$ cat config.mk
export PLATFORM = sky130hd
export DESIGN_NAME = ram_dp_clr
export DESIGN_NICKNAME = d
export VERILOG_FILES = /design/src/rtl/ram_dp_clr.sv
export SDC_FILE = /design/constraint.sdc
export NUM_CORES = 1
export LEC_CHECK = 0
export BUFFER_PORTS_ARGS = -buffer_cell sky130_fd_sc_hd__buf_2
export CORE_MARGIN = 8
export CORE_UTILIZATION = 30
export CTS_BUF_LIST = sky130_fd_sc_hd__clkbuf_8
export DETAILED_ROUTE_END_ITERATION = 8
export GPL_TIMING_DRIVEN = 0
export SLEW_MARGIN = 20
export SYNTH_ARGS = -nofsm -noshare
export SYNTH_HDL_FRONTEND = slang
export SYNTH_SLANG_ARGS = --single-unit
$ cat constraint.sdc
create_clock -name clk -period 1.7 [get_ports clk]
set_input_delay 0.17 -clock clk [delete_from_list [all_inputs] [get_ports clk]]
set_output_delay 0.17 -clock clk [all_outputs]
set_load 0.005 [all_outputs]
$ cat src/rtl/ram_dp_clr.sv
// Simple-dual-port synchronous RAM with one write port and one read port on a shared clock.
// Adds a registered read-valid flag, a selectable read-during-write policy and a clear
// sequencer that fills every word with INIT_VAL after reset or on request.
module ram_dp_clr #(
    parameter int unsigned   AW           = 3,
    parameter int unsigned   DW           = 4,
    parameter bit            BYPASS       = 1'b1,
    parameter bit            CLR_ON_RESET = 1'b1,
    parameter logic [DW-1:0] INIT_VAL     = '0
) (
    input  logic          clk,
    input  logic          reset,
    input  logic [AW-1:0] addrw,
    input  logic [AW-1:0] addrr,
    input  logic [1:0]    rw,
    input  logic [DW-1:0] data_in,
    input  logic          clear,
    output logic [DW-1:0] data_out,
    output logic          valid_out,
    output logic          busy,
    output logic          drop
);

    localparam int unsigned Depth = 1 << AW;

    typedef enum logic [0:0] {StClear, StIdle} state_e;

    state_e        state_q, state_d;
    logic [AW-1:0] cnt_q, cnt_d;

    logic [DW-1:0] mem [Depth];

    logic          rd_en;
    logic          wr_en;
    logic          mem_we;
    logic [AW-1:0] mem_waddr;
    logic [DW-1:0] mem_wdata;
    logic          bypass_hit;
    logic [DW-1:0] rd_data;

    assign busy = (state_q == StClear);

    // User accesses are only honoured outside the clear sequence.
    assign rd_en = ~busy & rw[0];
    assign wr_en = ~busy & rw[1];

    // The clear sequencer owns the write port while busy; nothing is written during reset.
    assign mem_we    = ~reset & (busy | wr_en);
    assign mem_waddr = busy ? cnt_q : addrw;
    assign mem_wdata = busy ? INIT_VAL : data_in;

    // Write-first forwarding for a same-address read and write in the same cycle.
    assign bypass_hit = BYPASS && wr_en && (addrw == addrr);
    assign rd_data    = bypass_hit ? data_in : mem[addrr];

    // Next-state logic for the clear sequencer; a clear request always restarts at word 0.
    always_comb begin
        state_d = state_q;
        cnt_d   = cnt_q;
        unique case (state_q)
            StClear: begin
                if (clear) begin
                    cnt_d = '0;
                end else begin
                    cnt_d = cnt_q + 1'b1;
                    if (cnt_q == '1) begin
                        state_d = StIdle;
                    end
                end
            end
            StIdle: begin
                if (clear) begin
                    state_d = StClear;
                    cnt_d   = '0;
                end
            end
            default: begin
                state_d = StIdle;
                cnt_d   = '0;
            end
        endcase
    end

    // Sequencer state and clear counter.
    always_ff @(posedge clk or posedge reset) begin
        if (reset) begin
            state_q <= CLR_ON_RESET ? StClear : StIdle;
            cnt_q   <= '0;
        end else begin
            state_q <= state_d;
            cnt_q   <= cnt_d;
        end
    end

    // Storage array, intentionally not reset.
    always_ff @(posedge clk) begin
        if (mem_we) begin
            mem[mem_waddr] <= mem_wdata;
        end
    end

    // Registered read port, valid flag and drop pulse for requests refused while busy.
    always_ff @(posedge clk or posedge reset) begin
        if (reset) begin
            data_out  <= '0;
            valid_out <= 1'b0;
            drop      <= 1'b0;
        end else begin
            if (rd_en) begin
                data_out <= rd_data;
            end
            valid_out <= rd_en;
            drop      <= busy & (|rw);
        end
    end

endmodule

Word level (Yosys, flattened, before mapping)

Memory sizes are Yosys's and may differ from the RTL's.
Cells that the tools add are included.
Widths: inputs -> output; s select.

Flip-flop bits (word level): 10
Memory bits (writable): 32
Word-level logic and storage cells: 31
Memories: 1

Memories:

| name | words | width | read ports | clocked after memory_dff | write ports | line | source |
|---|---|---|---|---|---|---|---|
| mem  | 8     | 4     | 1          | 0                        | 1           | 31   | `logic [DW-1:0] mem [Depth];` |

Add/subtract/negate cells: 1
Equality and inequality tests: 3
Multiplexer cells: 12
Bitwise operators: 7
Reductions and logical operators: 2

Operators with widths:

| cell                | number |
|---|---|
| $mux 3              | 3 |
| $mux 4              | 2 |
| $pmux 3 s2          | 1 |
| $mux 1              | 5 |
| $and 1x1->1         | 4 |
| $add 3x1->3 const B | 1 |
| $eq 3x3->1          | 1 |
| $eq 3x3->1 const B  | 1 |
| $ne 2x2->1 const B  | 1 |
| $not 1->1           | 2 |
| $pmux 1 s2          | 1 |
| $reduce_or 2->1     | 1 |
| $logic_and 1x1->1   | 1 |
| $or 1x1->1          | 1 |

Longest topological paths before layout

Gate-level depths: netlist of run 1.

Word-level depth: 5
Depth in mapped cells: 5
Gate-level depth less buffers: 4

Least setup slack after synthesis of run 1

No wires, ideal clock.

Path kind: reg-to-reg
Start: reg state_q
End: mem mem[1][0], enable pin
Library setup time: 0.329 ns
Arrival: 1.165 ns
Required time: 1.371 ns
Path slack: 0.205 ns
Cell stages (with the launch flop): 6
Path buffers: 2
Path through: dfrtp_1 > buf_2 > buf_1 > nor3_1 > a21oi_1 > nor2_1

Cells in the longest elaborated chain, start to end: 5
Elaborated cells on any way between the ends: 7
Classes of those cells: mux (3); bitwise (4)

RTL lines:

| item                                            | line | source |
|---|---|---|
| from (decl)                                     | 28   | `state_e state_q, state_d;` |
| from (signal assigned)                          | 87   | `state_q <= CLR_ON_RESET ? StClear : StIdle;` |
| from (signal assigned)                          | 90   | `state_q <= state_d;` |
| $and 1x1->1 / $not 1->1 (equally long branches) | --   |  |
| $or 1x1->1                                      | 48   | `assign mem_we = ~reset & (busy \| wr_en);` |
| $and 1x1->1                                     | 48   |  |
| $mux 1                                          | 97   | `if (mem_we) begin` |
| $mux 1 (not written as such)                    | 98   | `mem[mem_waddr] <= mem_wdata;` |
| to (decl)                                       | 31   |  |

Several ways; a longest one is shown, not always the timed one.

Final worst setup path of run 1

Start: reg state_q
End: mem mem[0][1], enable pin

Same word-level chain as after synthesis.

==> reports/qor.yml, run 1 <==
status:
  outcome: "complete, no violations"
global_route:
  grt_pass1_vias: 1116
  grt.overflow.total: 0
  antenna_found_initial: 0
  grt_max_degree: 14
  grt_pass1_wl_mm: 5.60
  track_usage_pct: 8.32
placed_design:
  portBuffers: 19
  dp_hpwl_mm: 2.53
  gp_congestion: 0.827
  placedCellCount: 212
  postPlaceCellArea_um2: 2040
yosys:
  synth_fa_ha_area_share_pct: 1.35
  synth-compound-area-share_pct: 3.18
  ys_types: 25
  synthArstFlopShare_pct: 23.8
  avgSynthCellArea_um2: 15.7
  synth_seq_cells: 42
  synthTopCellsByArea: "edfxtp_1 (52%), dfrtp_1 (14%), mux4_1 (11%)"
  synth_edf_count: 32
  syn-cell-area_um2: 1850
  synth_warnings: 0
  syn_nets: 135
  synthXorXnorAreaFrac_pct: 1.42
  muxShareOfSynthArea_pct: 17.1
  synth-simple-area-share_pct: 9.34
  seq_area_frac_synth_pct: 65.5
  ys.flop_type: "edfxtp_1"
  synthCells: 118
  yosysTopAreaCell: "edfxtp_1"
  yosys.area.top_type_share_pct: 52.0
  synth_top_family_by_area: "multiplexers"
layout:
  areaGrowthSynthToFinish_pct: 16.8
  fin_area_um2: 2160
  diodes: 0
  fin_nets: 162
  stdcell_count: 221
  fin_util_pct: 36.3
  final_layout_size_suffix_gt1_share_pct: 30.1
  multi_input_area_um2: 623
  fillers: 585
  seq_area_um2: 1210
sta:
  tightest_slew_ns: 0.545
  finClkSkew_ns: 0.00591
  min_period_ns: 1.61
  timing.final.crit_share_pct: 94.6
  slew_viol_final: 0
  setup_viol: 0
  finalHoldViolations: 0
  max_freq_mhz: 622
  slew_headroom_pct: 63.4
  rsz0062_at_grt: "false"
pwr:
  powerDensity_nw_per_um2: 921
  peakVddDrop_mv: 0.363
  leakagePower_nw: 0.835
  p_total_mw: 1.99
worst_setup_path:
  reg2reg_depth: 5
  r2r-start: "state_q"
  required_ns: 1.68
  r2r_slack_ns: 0.09
  worstSetupStartpointType: "flip-flop"
  critPathCaptureType: "flip-flop"
  cp_max_fo: 10
  reg2reg_to: "mem[0][1]"
  path_class: "flip-flop to flip-flop"
  cp.arrival_ns: 1.59
worst_hold_path:
  hold_path.class: "input port to flip-flop"
  min_path_cells: 2
  min_from: "clear"
  hold_path_end: "cnt_q[0]"
cts:
  clk_latency_ns: 0.29
  cts.reportedPaths.clkPinSlew_ns: 0.08
  numCtsBuffers: 5
  clockBufferDepth: 2
  root_buffer: "clkbuf_8"
  cts_tree: "yes"
  cts_max_level: 2
  cts_num_sinks: 42
  cts_setup_buffers: 0
floorplan:
  coreArea_um2: 5960
  die_y_um: 94.5
  num_rows: 28
  initial_utilization_pct: 31.1
  ios: 22
  die_w_um: 94.5
  die_area_um2: 8930
routing:
  dr_total_vias: 1032
  viasPerCell: 4.67
  drt_pass1_iterations: 4
  post-route-drc-count: 0
  wirelength_mm: 3.52
  drtIter0Drc: 21
  wl_per_cell_um: 15.9
  ant_nets: 0
job:
  cap_viol_max_count: 0
[how the worst max path moves through the flow]
stage            start         to  slack (ns)  cells after the start
2_1_floorplan  state_q  mem[1][0]        0.21                      5
3_3_place_gp   state_q  mem[0][2]       -0.04                      5
3_5_place_dp   state_q  mem[0][0]       -0.13                      5
4_1_cts        state_q  mem[3][3]       -0.03                      4
5_1_grt        state_q  mem[5][2]      0.0009                      4
6_report       state_q  mem[0][1]        0.09                      5
[stage by stage]
step / setup slack (ns) / hold slack (ns) / setup TNS, ns
2_1_floorplan: 0.205 / 0.0239 / 0
3_3_place_gp: -0.0388 / 0.175 / -0.310
3_5_place_dp: -0.131 / 0.208 / -1.40
4_1_cts: -0.0282 / 0.0766 / -0.115
5_1_grt: 0.000940 / 0.0851 / 0
6_report: 0.0915 / 0.0830 / 0
[cell usage after synthesis, types with 3 or more instances]
cell,n
nor2_1,16
mux2i_1,6
inv_1,4
nand2_1,8
xor2_1,3
and2_1,4
o21ai_1,4
edfxtp_1,32
dfrtp_1,10
mux4_1,8
mux2_2,4
[repair_timing]
action                                  CTS  global route
pin swaps                                 1             0
endpoints found under the hold margin    10             0
endpoints found under the setup margin   12            32
resized for setup                         3             8
hold buffers                              1             0
[placed cells by master (no fill, tap or decap)]
master,netlist,layout
edfxtp_1,32,32
buf_2,2,22
dfrtp_1,10,10
nand2_1,8,8
mux4_1,8,8
nor2_1,16,8
nor2_2,0,8
mux2i_1,6,6
o21ai_1,4,5
clkbuf_8,0,5
inv_1,4,4
mux2_2,4,4
and2_1,4,4
xor2_1,3,3
and3_1,2,2
a31oi_1,2,2
ha_1,2,2
buf_6,1,1
nor4_4,1,1
nor2b_1,1,1
nor3_1,2,1
o32a_1,1,1
o22ai_1,1,1
nor3_2,0,1
a21oi_1,1,1
nor3b_1,1,1
clkinvlp_4,0,1
clkinv_2,0,1
clkinv_1,0,1
dlygate4sd3_1,0,1
[report_power, final]
part | internal [mW] | switching (mW)
logic | 0.0946 | 0.108
registers | 1.15 | 0.0227
clock network | 0.281 | 0.335
[layer usage]
metal  GRT usage (%)  part of all wire (%)  wire length (um)
met1            9.56                    44              1560
met2            13.9                    48              1690
met3            2.46                   6.4               226
met4            4.03                   1.4                49
met5               0                     0                 0
[logic make-up after synthesis]
kind of cell / Yosys count
XOR/XNOR: 3
buffers and inverters: 8
flip-flops: 42
adder cells (fa/ha/maj): 2
AO/OA/AOI/OAI: 10
AND/OR/NAND/NOR: 35
multiplexers: 18
[state kept, by name, summed over array words and instances (netlist names)]
name	flops
mem	32
state_q	1
drop	1
data_out	4
cnt_q	3
valid_out	1
[worst max-delay path, cell delays in order (launching register included)]
cell	delay [ns]
dfrtp_1	0.38
buf_2	0.17
buf_2	0.21
nor3_2	0.20
a21oi_1	0.09
nor2_2	0.25
[area by class of cell]
class / instances / area share [%]
inverter: 4 / 0.695
multi-input combinational: 68 / 28.9
sequential: 42 / 56.1
timing repair buffer: 20 / 4.87
clock inverter: 3 / 0.753
clock buffer: 5 / 3.19
buffer: 4 / 1.22
tap: 75 / 4.35
(Power assumes the default switching activity.)
==> inputs of run 2 (changes only) <==
- BUFFER_PORTS_ARGS: -buffer_cell sky130_fd_sc_hd__buf_2 -> not set
- DONT_BUFFER_PORTS: not set -> 1
==> run 2 against run 1 <==
  * Utilization fell by 0.71 points
  * Combinational power fell by 24%
  * First-iteration DRC count rose by 100%
  * Routed wire length fell by 3.5%
  * Via count fell by 4.4%
  * Power rose by 14%
  * Critical endpoint is now mem[3][3]
  * Largest power group unchanged
==> reports/qor.yml, run 2 (same netlist as run 1, synthesis figures left out) <==
global_route:
  antenna_found_initial: 0  # unchanged
  grt.met2_usage_pct: 12.7  # -1.2 points
  met1_usage_pct: 8.60  # -0.96 points
  grt.overflow.total: 0  # unchanged
  grt_use_met3_pct: 2.86  # +0.40 points
  grt_max_degree: 15  # +1
  track_usage_pct: 7.97  # -0.35 points
  grt_pass1_vias: 1020  # -8.6%
  busiest_layer: "met2"
  grt_pass1_wl_mm: 5.20  # -7.1%
routing:
  drtIter0Drc: 42  # +100%
  viasPerCell: 4.86  # +4.1%
  ant_nets: 0  # unchanged
  dr_total_vias: 987  # -4.4%
  post-route-drc-count: 0  # unchanged
  wirelength_mm: 3.40  # -3.5%
  drt_pass1_iterations: 4  # unchanged
  wl_per_cell_um: 16.7  # +5.1%
layout:
  areaGrowthSynthToFinish_pct: 14.5
  final_layout_size_suffix_gt1_share_pct: 18.0  # -12 points
  top_register: "mem"
  final_common_cell: "edfxtp_1"
  diodes: 0  # unchanged
  fin_nets: 144  # -11%
  largest_reg_flops: 32  # unchanged
  fin_util_pct: 35.5  # -0.71 points
  largestRegisters: "mem (32), data_out (4), cnt_q (3)"
  final_cell_mix: "edfxtp_1 (32), nor2_1 (10), dfrtp_1 (10), nand2_1 (8), mux4_1 (8)"
floorplan:
  coreArea_um2: 5960  # unchanged
  initial_utilization_pct: 31.1  # unchanged
  num_rows: 28  # unchanged
  die_w_um: 94.5  # unchanged
  die_area_um2: 8930  # unchanged
  ios: 22  # unchanged
  die_y_um: 94.5  # unchanged
pwr:
  peakVddDrop_mv: 0.504  # +39%
  leakagePower_nw: 0.786  # -5.8%
  p_total_mw: 2.26  # +14%
  powerDensity_nw_per_um2: 1070  # +16%
worst_setup_path:
  critPathCaptureType: "flip-flop"
  worstSetupStartpointType: "flip-flop"
  required_ns: 1.66  # -0.02 ns
  cp_max_fo: 10  # unchanged
  cp.arrival_ns: 1.54  # -0.05 ns
  path_class: "flip-flop to flip-flop"
job:
  cap_viol_max_count: 0  # unchanged
placed_design:
  portBuffers: 0  # -19
  gp_congestion: 0.820  # -0.89%
  dp_hpwl_mm: 2.48  # -2.0%
sta:
  slew_headroom_pct: 67.5  # +4.1 points
  min_period_ns: 1.59  # -0.0233 ns
  max_freq_mhz: 631  # +1.5%
  rsz0062_at_grt: "true"
  finalHoldViolations: 0  # unchanged
  slew_viol_final: 0  # unchanged
  holdWs_ns: 0.0122  # -0.0708 ns
  setup_viol: 0  # unchanged
  timing.final.crit_share_pct: 93.2  # -1.4 points
  fin_tns_setup_ns: 0  # unchanged
  tightest_slew_ns: 0.486  # -0.0593 ns
  finClkSkew_ns: 0.00937  # +0.00347 ns
cts:
  cts_tree: "yes"
  clockBufferDepth: 2  # unchanged
  cts_max_level: 2  # unchanged
  cts_num_sinks: 42  # unchanged
  numCtsBuffers: 5  # unchanged
  clk_latency_ns: 0.30  # about the same
  cts_setup_buffers: 0  # unchanged
  cts.reportedPaths.clkPinSlew_ns: 0.08  # about the same
  root_buffer: "clkbuf_8"
worst_hold_path:
  hold_path.class: "input port to flip-flop"
status:
  outcome: "complete, no violations"
run 2: worst max-delay path, stage by stage, from the launching register on:
cell,delay (ns)
dfrtp_1,0.36
buf_2,0.17
o32a_1,0.39
nor2_1,0.32
run 2: timing repair:
action / in CTS / in global routing
hold buffers: 2 / 0
hold endpoints to repair: 14 / 0
setup endpoints to repair: 8 / 32
resized for setup: 0 / 8
run 2: path summary, 6_finish.rpt:
kind,start,to,slack (ns),cells after the start
worst max-delay path,state_q,mem[3][3],0.11,3
worst min-delay path,rw[0],drop,0.01,2
worst max register to register,state_q,mem[3][3],0.11,3
worst min register to register,data_out[1],data_out[1],0.52,2
max in group asynchronous,reset,cnt_q[1],0.96,2
min in group asynchronous,reset,data_out[1],0.40,2
run 2: cell type report:
class / instances / area (um2)
fill: 561 / 3840
sequential: 42 / 1210
multi-input combinational: 68 / 613
tap: 75 / 93.8
clock buffer: 5 / 68.8
clock inverter: 3 / 68.8
buffer: 4 / 26.3
timing repair buffer: 2 / 20.0
inverter: 4 / 15.0
run 2: routing by layer:
metal | up-vias | wire [um]
met5 | - | 0
met4 | 0 | 105
met3 | 10 | 293
met2 | 33 | 1660
met1 | 483 | 1340
li1 | 461 | -
run 2: stage by stage:
step	setup WS, ns	area [um2]	instances
finish	0.115	2120	203
global placement	-0.0318	1940	193
CTS	-0.0399	2100	203
floorplan	0.205	1850	118
detailed placement	-0.0270	1940	193
global route	-0.00884	2120	203
run 2: report_power, final:
group / total (mW) / internal, mW / switching, mW
Sequential: 1.18 / 1.15 / 0.0288
Clock: 0.930 / 0.588 / 0.342
Combinational: 0.154 / 0.0711 / 0.0832
Total: 2.26 / 1.81 / 0.454
==> inputs of run 3 (changes only) <==
- SETUP_SLACK_MARGIN: not set -> 0.5
==> run 3 against run 2 <==
  * Critical path depth increased by 1
  * Clock skew decreased by 0.0074 ns
  * Utilization increased by 5.6 points
  * Power decreased by 3.7%
  * Die area unchanged
  * Via count increased by 4.9%
  * Critical endpoint is now data_out[3]
==> reports/qor.yml, run 3 (same netlist as run 1, synthesis figures left out) <==
pwr:
  powerDensity_nw_per_um2: 888  # -17%
  peakVddDrop_mv: 0.393  # -22%
  leakagePower_nw: 0.869  # +11%
sta:
  finalHoldViolations: 0  # unchanged
  timing.final.crit_share_pct: 88.7  # -4.6 points
  rsz0062_at_grt: "true"
  slew_viol_final: 0  # unchanged
  fin_tns_setup_ns: 0  # unchanged
  finClkSkew_ns: 0.00195  # -0.00742 ns
  min_period_ns: 1.51  # -0.0780 ns
  slew_headroom_pct: 67.5  # about the same
  tightest_slew_ns: 0.486  # +0.000196 ns
  max_freq_mhz: 664  # +5.2%
  setup_viol: 0  # unchanged
routing:
  drtIter0Drc: 31  # -26%
  drt_pass1_iterations: 4  # unchanged
  wl_per_cell_um: 18.0  # +7.6%
  ant_nets: 0  # unchanged
  viasPerCell: 4.84  # -0.53%
  dr_total_vias: 1035  # +4.9%
  wirelength_mm: 3.85  # +13%
  post-route-drc-count: 0  # unchanged
worst_setup_path:
  cp.arrival_ns: 1.67  # +0.13 ns
  required_ns: 1.87  # +0.21 ns
  path_class: "flip-flop to flip-flop"
  reg2reg_depth: 4  # +1
  critPathCaptureType: "flip-flop"
  cp_max_fo: 1  # -9
  worstSetupStartpointType: "flip-flop"
layout:
  fillers: 557  # -0.71%
  top_register: "mem"
  stdcell_count: 214  # +5.4%
  fin_nets: 155  # +7.6%
  largestRegisters: "mem (32), data_out (4), cnt_q (3)"
  final_cell_mix: "edfxtp_1 (32), mux4_2 (8), nor2_1 (8), nor2_4 (8), dfrtp_1 (8)"
  areaGrowthSynthToFinish_pct: 32.5
  largest_reg_flops: 32  # unchanged
  diodes: 0  # unchanged
  final_common_cell: "edfxtp_1"
  final_layout_size_suffix_gt1_share_pct: 48.2  # +30 points
cts:
  clk_latency_ns: 0.28  # -0.02 ns
  cts_max_level: 2  # unchanged
  clockBufferDepth: 2  # unchanged
  cts.reportedPaths.clkPinSlew_ns: 0.07  # about the same
  numCtsBuffers: 5  # unchanged
  cts_num_sinks: 42  # unchanged
  cts_tree: "yes"
  root_buffer: "clkbuf_8"
floorplan:
  ios: 22  # unchanged
  num_rows: 28  # unchanged
  initial_utilization_pct: 31.1  # unchanged
  die_area_um2: 8930  # unchanged
  coreArea_um2: 5960  # unchanged
  die_w_um: 94.5  # unchanged
  die_y_um: 94.5  # unchanged
global_route:
  grt_pass1_wl_mm: 5.92  # +14%
  track_usage_pct: 8.97  # +0.99 points
  grt.overflow.total: 0  # unchanged
  antenna_found_initial: 0  # unchanged
  grt_max_degree: 14  # -1
  grt_pass1_vias: 1108  # +8.6%
worst_hold_path:
  min_path_cells: 2  # unchanged
  hold_path.class: "input port to flip-flop"
placed_design:
  placedCellCount: 193  # unchanged
  gp_congestion: 0.770  # -6.1%
  portBuffers: 0  # unchanged
  dp_hpwl_mm: 2.82  # +14%
status:
  outcome: "complete, no violations"
job:
  cap_viol_max_count: 0  # unchanged
-- run 3: cell count changes in the layout (fill, tap and decap cells not counted), moves of 5 or more --
cell	before	now
mux4_1	8	0
nor2_4	0	8
nor2_2	6	0
buf_6	1	6
mux4_2	0	8
-- run 3: routing by layer --
| layer | part of all wire, % | routed length, um | global-route usage, % | vias to the layer above |
|---|---|---|---|---|
| met2 | 54 | 2090 | 15.1 | 18 |
| met3 | 4.6 | 178 | 2.78 | 5 |
| met4 | 0.80 | 31 | 2.73 | 0 |
| li1 | - | - | - | 486 |
| met1 | 40 | 1550 | 10.7 | 526 |
| met5 | 0 | 0 | 0 | - |
-- run 3: what timing repair did --
action | 4_1_cts | 5_1_grt
pin swaps | 6 | 3
buffers inserted | 6 | 4
gates cloned | 1 | 0
resized for setup | 26 | 15
hold endpoints to repair | 14 | 0
endpoints found under the setup margin | 45 | 69
hold buffers | 2 | 0
-- run 3: cell type report --
type                            instances  area (um2)  share of cell area (%)
Buffer                                  4        56.3                    2.30
Timing Repair Buffer                   13         146                    5.98
Multi-Input combinational cell         68         808                    33.0
Tap cell                               75        93.8                    3.83
Clock buffer                            5        68.8                    2.81
Sequential cell                        42        1210                    49.5
Clock inverter                          3        40.0                    1.63
Inverter                                4        22.5                   0.919
-- run 3: final timing paths --
| path | from | to | slack (ns) |
|---|---|---|---|
| max | mem[7][3] | data_out[3] | 0.19 |
| min | rw[0] | drop | 0.01 |
| max reg2reg | mem[7][3] | data_out[3] | 0.19 |
| min reg2reg | data_out[0] | data_out[0] | 0.53 |
| max in group asynchronous | reset | cnt_q[0] | 0.87 |
| min in group asynchronous | reset | cnt_q[2] | 0.48 |
-- run 3: through the flow --
step                power [mW]  util, %  worst slack, ns  area (um2)  hold WS, ns
finish                    2.18     41.1            0.193        2450       0.0135
detailed placement        1.39     34.2            0.119        2040        0.123
floorplan                 1.34        -            0.356        1950       0.0559
global route              2.26     41.1            0.137        2450       0.0401
global placement          1.38     34.2            0.123        2040        0.110
CTS                       2.18     39.8            0.170        2370       0.0107
-- run 3: critical path, cell delays in order, from the launching register on --
cell and delay, ns:
edfxtp_1 0.37, mux4_2 0.48, mux2_4 0.27, mux2i_2 0.19, o21ai_1 0.08
-- run 3: power by group --
group | internal [mW] | switching (mW) | total, mW
logic | 0.123 | 0.124 | 0.247
registers | 1.15 | 0.0336 | 1.18
clock network | 0.432 | 0.317 | 0.749
total | 1.70 | 0.475 | 2.18
